[src/rtl/fetch_unit.sv]
// Instruction fetch stage: owns the PC, reads one word per cycle from a combinational
// instruction memory and buffers {pc, insn} pairs in a small FIFO drained by decode.
module fetch_unit #(
    parameter int                AWIDTH     = 32,
    parameter int                DWIDTH     = 32,
    parameter logic [AWIDTH-1:0] BASE_ADDR  = 32'h0100_0000,
    parameter int                FIFO_DEPTH = 2
) (
    input  logic              clk,
    input  logic              rst,
    output logic [AWIDTH-1:0] imem_addr_o,
    output logic              imem_read_en_o,
    input  logic [DWIDTH-1:0] imem_data_i,
    input  logic              redirect_valid_i,
    input  logic [AWIDTH-1:0] redirect_pc_i,
    output logic              out_valid_o,
    input  logic              out_ready_i,
    output logic [AWIDTH-1:0] out_pc_o,
    output logic [DWIDTH-1:0] out_insn_o,
    output logic              fault_o
);

    localparam int PTR_W = $clog2(FIFO_DEPTH);
    localparam int CNT_W = $clog2(FIFO_DEPTH + 1);
    localparam logic [CNT_W-1:0] DEPTH_C = CNT_W'(FIFO_DEPTH);

    typedef enum logic {
        RUN,
        FAULT
    } state_t;

    state_t state, state_next;

    logic [AWIDTH-1:0] pc;
    logic [CNT_W-1:0]  count;
    logic [PTR_W-1:0]  wr_ptr, rd_ptr;
    logic [AWIDTH-1:0] pc_mem   [FIFO_DEPTH];
    logic [DWIDTH-1:0] insn_mem [FIFO_DEPTH];

    logic running, redirect, aligned, pop, fetch_fire;

    assign running    = (state == RUN);
    assign redirect   = running & redirect_valid_i;
    assign aligned    = (redirect_pc_i[1:0] == 2'b00);
    assign pop        = out_valid_o & out_ready_i;
    assign fetch_fire = running & ~redirect_valid_i & ((count < DEPTH_C) | pop);

    // Reset gates the strobe so memory never sees a read while the block is held.
    assign imem_read_en_o = fetch_fire & rst;
    assign imem_addr_o    = pc;
    assign fault_o        = (state == FAULT);

    always_ff @(posedge clk or negedge rst) begin
        if (!rst) state <= RUN;
        else      state <= state_next;
    end

    always_comb begin
        // NOTE: default assigned first so no path leaves state_next unassigned (no latch).
        state_next = state;
        if (redirect && !aligned) state_next = FAULT;
    end

    // NOTE: registers use non-blocking assignments so every flop samples pre-edge values.
    always_ff @(posedge clk or negedge rst) begin
        if (!rst) begin
            pc <= BASE_ADDR;
        end else if (redirect) begin
            if (aligned) pc <= redirect_pc_i;
        end else if (fetch_fire) begin
            pc <= pc + AWIDTH'(4);
        end
    end

    always_ff @(posedge clk or negedge rst) begin
        if (!rst) begin
            count  <= '0;
            wr_ptr <= '0;
            rd_ptr <= '0;
        end else if (redirect) begin
            count  <= '0;
            wr_ptr <= '0;
            rd_ptr <= '0;
        end else begin
            if (fetch_fire) wr_ptr <= wr_ptr + PTR_W'(1);
            if (pop)        rd_ptr <= rd_ptr + PTR_W'(1);
            case ({fetch_fire, pop})
                2'b10:   count <= count + CNT_W'(1);
                2'b01:   count <= count - CNT_W'(1);
                default: count <= count;
            endcase
        end
    end

    // NOTE: buffer storage is not reset; out_valid_o masks stale entries, so reset is unneeded.
    always_ff @(posedge clk) begin
        if (fetch_fire) begin
            pc_mem[wr_ptr]   <= pc;
            insn_mem[wr_ptr] <= imem_data_i;
        end
    end

    assign out_valid_o = (count != '0);
    assign out_pc_o    = out_valid_o ? pc_mem[rd_ptr]   : '0;
    assign out_insn_o  = out_valid_o ? insn_mem[rd_ptr] : '0;

endmodule

[config.mk]
export PLATFORM = sky130hd
export DESIGN_NAME = fetch_unit
export DESIGN_NICKNAME = d
export VERILOG_FILES = /design/src/rtl/fetch_unit.sv
export SDC_FILE = /design/constraint.sdc
export NUM_CORES = 1
export LEC_CHECK = 0
export ABC_AREA = 1
export CORE_MARGIN = 3
export CORE_UTILIZATION = 50
export DETAILED_ROUTE_END_ITERATION = 16
export GPL_TIMING_DRIVEN = 1
export PLACE_DENSITY = 0.8
export SYNTH_ARGS = -nofsm -noshare
export SYNTH_HDL_FRONTEND = slang
export SYNTH_SLANG_ARGS = --single-unit
[constraint.sdc]
create_clock -name clk -period 5.45 [get_ports clk]
set_input_delay 1.635 -clock clk [delete_from_list [all_inputs] [get_ports clk]]
set_output_delay 1.635 -clock clk [all_outputs]
set_load 0.05 [all_outputs]
==> results of run 1 <==
-- worst max-delay path by stage --
stage / from / to / slack (ns)
detailed placement: redirect_valid_i / imem_read_en_o / 0.46
finish: redirect_valid_i / imem_read_en_o / 0.45
floorplan: redirect_valid_i / insn_mem[0][0]$_DFFE_PP_ / 0.36
global route: redirect_valid_i / imem_read_en_o / 0.33
global placement: redirect_valid_i / imem_read_en_o / 0.48
CTS: redirect_valid_i / imem_read_en_o / 0.45
-- state kept, by name, indices dropped and copies added (netlist names) --
name,count
pc_mem,64
wr_ptr,1
count,2
fault_o,1
rd_ptr,1
insn_mem,64
imem_addr_o,32
-- power groups by stage --
stage / sequential (mW) / combinational [mW] / clock (mW)
4_1_cts: 1.41 / 1.99 / 1.39
5_1_grt: 1.41 / 2.09 / 1.44
3_3_place_gp: 1.44 / 1.97 / 0
3_5_place_dp: 1.44 / 1.98 / 0
2_1_floorplan: 1.46 / 1.27 / 0
6_report: 1.41 / 1.97 / 1.37
-- logic make-up after synthesis --
| kind of cell | Yosys count |
|---|---|
| simple gates | 409 |
| flops | 165 |
| compound gates | 119 |
| buf+inv | 79 |
| xor+xnor | 2 |
| fa+ha+maj | 1 |
-- critical path, cell delays in order --
cell,delay [ns]
clkdlybuf4s50_1,0.46
nor2_1,0.19
o21ai_2,0.16
nor2_1,0.11
clkdlybuf4s50_1,0.80
-- cells in the final DEF (no fill, tap or decap), types with 2 or more instances in the layout --
| cell type | count |
|---|---|
| clkinv_4 | 2 |
| nand2_1 | 272 |
| nor3_1 | 2 |
| clkbuf_16 | 17 |
| bufinv_16 | 6 |
| edfxtp_1 | 128 |
| nand3_1 | 38 |
| nand2_4 | 2 |
| a21oi_1 | 81 |
| a31oi_1 | 2 |
| clkdlybuf4s50_1 | 165 |
| nor2_4 | 4 |
| nor2_1 | 80 |
| nand2_2 | 2 |
| nor2_2 | 3 |
| inv_2 | 3 |
| o21ai_0 | 24 |
| o21ai_2 | 2 |
| dfrtp_1 | 35 |
| xor2_1 | 2 |
| buf_4 | 3 |
| nand4_1 | 2 |
| buf_12 | 3 |
| inv_1 | 43 |
| o21ai_1 | 4 |
| o21bai_1 | 2 |
| inv_6 | 4 |
| or2_2 | 4 |
| o21a_1 | 3 |
-- final cells by class --
| class | instances | area (um2) |
|---|---|---|
| clock buffer | 18 | 439 |
| clock inverter | 14 | 245 |
| fill | 1050 | 4250 |
| inverter | 46 | 173 |
| multi-input combinational | 531 | 2310 |
| sequential | 165 | 4770 |
| tap | 180 | 225 |
| timing repair buffer | 172 | 1740 |
-- metrics by stage --
| step | area [um2] | hold slack, ns | worst slack [ns] | instances |
|---|---|---|---|---|
| floorplan | 7390 | 0.522 | 0.359 | 775 |
| CTS | 9900 | 0.516 | 0.447 | 1126 |
| finish | 9900 | 0.515 | 0.447 | 1126 |
| global route | 9900 | 0.555 | 0.326 | 1126 |
| detailed placement | 9220 | 0.505 | 0.463 | 1094 |
| global placement | 9220 | 0.494 | 0.476 | 1094 |
-- layer usage --
metal / vias up / track usage
li1: 2897 / -
met1: 2783 / 0.293
met5: - / 0
met3: 28 / 0.0506
met4: 0 / 0.0712
met2: 228 / 0.386
==> qor.csv, run 1 <==
stage,metric,value,unit
setup_path,critical path peak fanout,5,
hold_path,hold endpoint,pc_mem[0][1]$_DFFE_PP_,
die,Die X-Extent,128,um
timing,Worst Skew,0.00948,ns
route,TritonRoute pass-1 iters,5,
cts,clock buffer depth,2,
route,DR DRC count,0,
die,total I/O pin count,167,
cts,CTS resizes,0,
setup_path,CP Launch Type,primary input,
setup_path,CP required,3.82,ns
route,starting DRC count in detailed routing,420,
route,metal2 WL,9150,um
timing,Final Hold Fails,0,
yosys,Synth Area in Compound Gates,0.0838,
cts,hold buffers post-CTS,0,
global_route,total track usage,0.227,
timing,crit path time final,5.00,ns
setup_path,R2R Setup Slk,2.89,ns
pwr,sequential power share,0.296,
setup_path,FF-to-FF End,imem_addr_o[5]$_DFFE_PN0P_,
yosys,top-count cell post-synth,nand2_1,
yosys,Simple-Gate Fraction of Synth Area,0.221,
placed_design,Placer Congestion,0.904,
setup_path,Critical Path End Type,output pin,
cts,CTS HTree Levels,4,
global_route,global-route wire length before repair,29100,um
route,Vias/cell,5.27,
die,Initial Util,0.523,
job,Max Cap Viol,0,
timing,Least-Margin Pin Slew,0.900,ns
global_route,largest net degree at the start of global routing,67,
yosys,"Distinct cells, synth",30,
cts,CTS root buffer,clkbuf_16,
yosys,main combinational cell family by area after synthesis,simple AND/OR/NAND/NOR gates,
yosys,Synth Area in XOR/XNOR,0.00237,
route,post-route ant nets,0,
yosys,ys async rst share,0.224,
timing,Fmax,200,MHz
global_route,vias in the first global route,5779,
pwr,Internal,2.84,mW
die,# rows,43,
hold_path,Hold Crit Start,imem_addr_o[1]$_DFFE_PN0P_,
setup_path,Critical R2R Launch,fault_o$_DFFE_PN0P_,
timing,Fin Setup TNS,0,ns
die,Die Span Y,128,um
layout,nets@finish,1002,
cts,CTS tree,yes,
hold_path,Min-Delay Path Class,register to register,
global_route,initial antenna violation count,0,
yosys,adder-cell area share of the yosys netlist,0.00169,
cts,Clock Latency Late Sink,0.43,ns
cts,clock sinks,165,
placed_design,Port Buf Inserts,166,
yosys,synth cell count leaders,"272 x nand2_1, 128 x edfxtp_1, 83 x nor2_1",
status,outcome,completed,
pwr,Power per Cell Area,481,mW/mm2
layout,layout cells sized above 1,0.0645,
pwr,switching share of total power,0.404,
layout,Util after Layout,0.700,
route,wire per inst,16.1,um
route,DR vias,5936,
global_route,grt total ovfl,0,
layout,antenna cells,0,
yosys,Mean Syn Cell Area,9.54,um2
timing,Final period util,0.918,
pwr,maximum vdd drop,231,uV
timing,RSZ-0062 raised after global routing,false,
yosys,Synthesis Warnings,0,
yosys,"EDFF count, synth",128,
timing,Final Max Tran Viols,0,
yosys,register area share after synthesis,0.645,
cts,clk slew on worst S/H paths,0.06,ns
cts,TritonCTS buffer count,17,
yosys,Post-Syn Area,0.00739,mm2
timing,Final setup viols,0,
cts,Post-CTS Setup Bufs,0,
die,die area,0.0163,mm2
setup_path,Worst Reg-to-Reg Cells,8,
pwr,Comb pwr share,0.415,
layout,Synth-to-Final Area Change,33.9,%
timing,relative slew slack,0.399,
pwr,post-layout total power,4.76,mW
die,core area,0.0141,mm2
yosys,Syn Inst Count,775,
hold_path,hold depth,0,
yosys,syn_nets,844,
placed_design,detailed placement HPWL,11800,um
yosys,top cell type's share of synthesized area,0.520,
setup_path,Crit path arrival time,3.37,ns
yosys,ys flop type,edfxtp_1,
pwr,clock power share,0.289,
yosys,mux contribution to synthesized area,0,
route,final WL,18100,um
route,met1 wire length,7370,um
yosys,top post-synthesis cells by area,"edfxtp_1 52%, nand2_1 14%, dfrtp_1 12%",
yosys,#FFs+latches synth,165,
yosys,Synth area leader,edfxtp_1,
route,met3 WL,1320,um
setup_path,CP Class,primary input to output pin,
route,Top Layer Used,met4,
pwr,P_leak,3.89,nW
pwr,P_sw,1.92,mW
Power figures use the tool's default switching activity.
==> inputs of run 2 (changes only) <==
Settings changed: SLEW_MARGIN set to 20.
==> results of run 2 <==
No change in the layout: final DEF, timing and power equal those of run 1.
==> inputs of run 3 (changes only) <==
Settings changed: SETUP_SLACK_MARGIN set to 0.3.
==> results of run 3 <==
No change in the layout: final DEF, timing and power equal those of run 1.
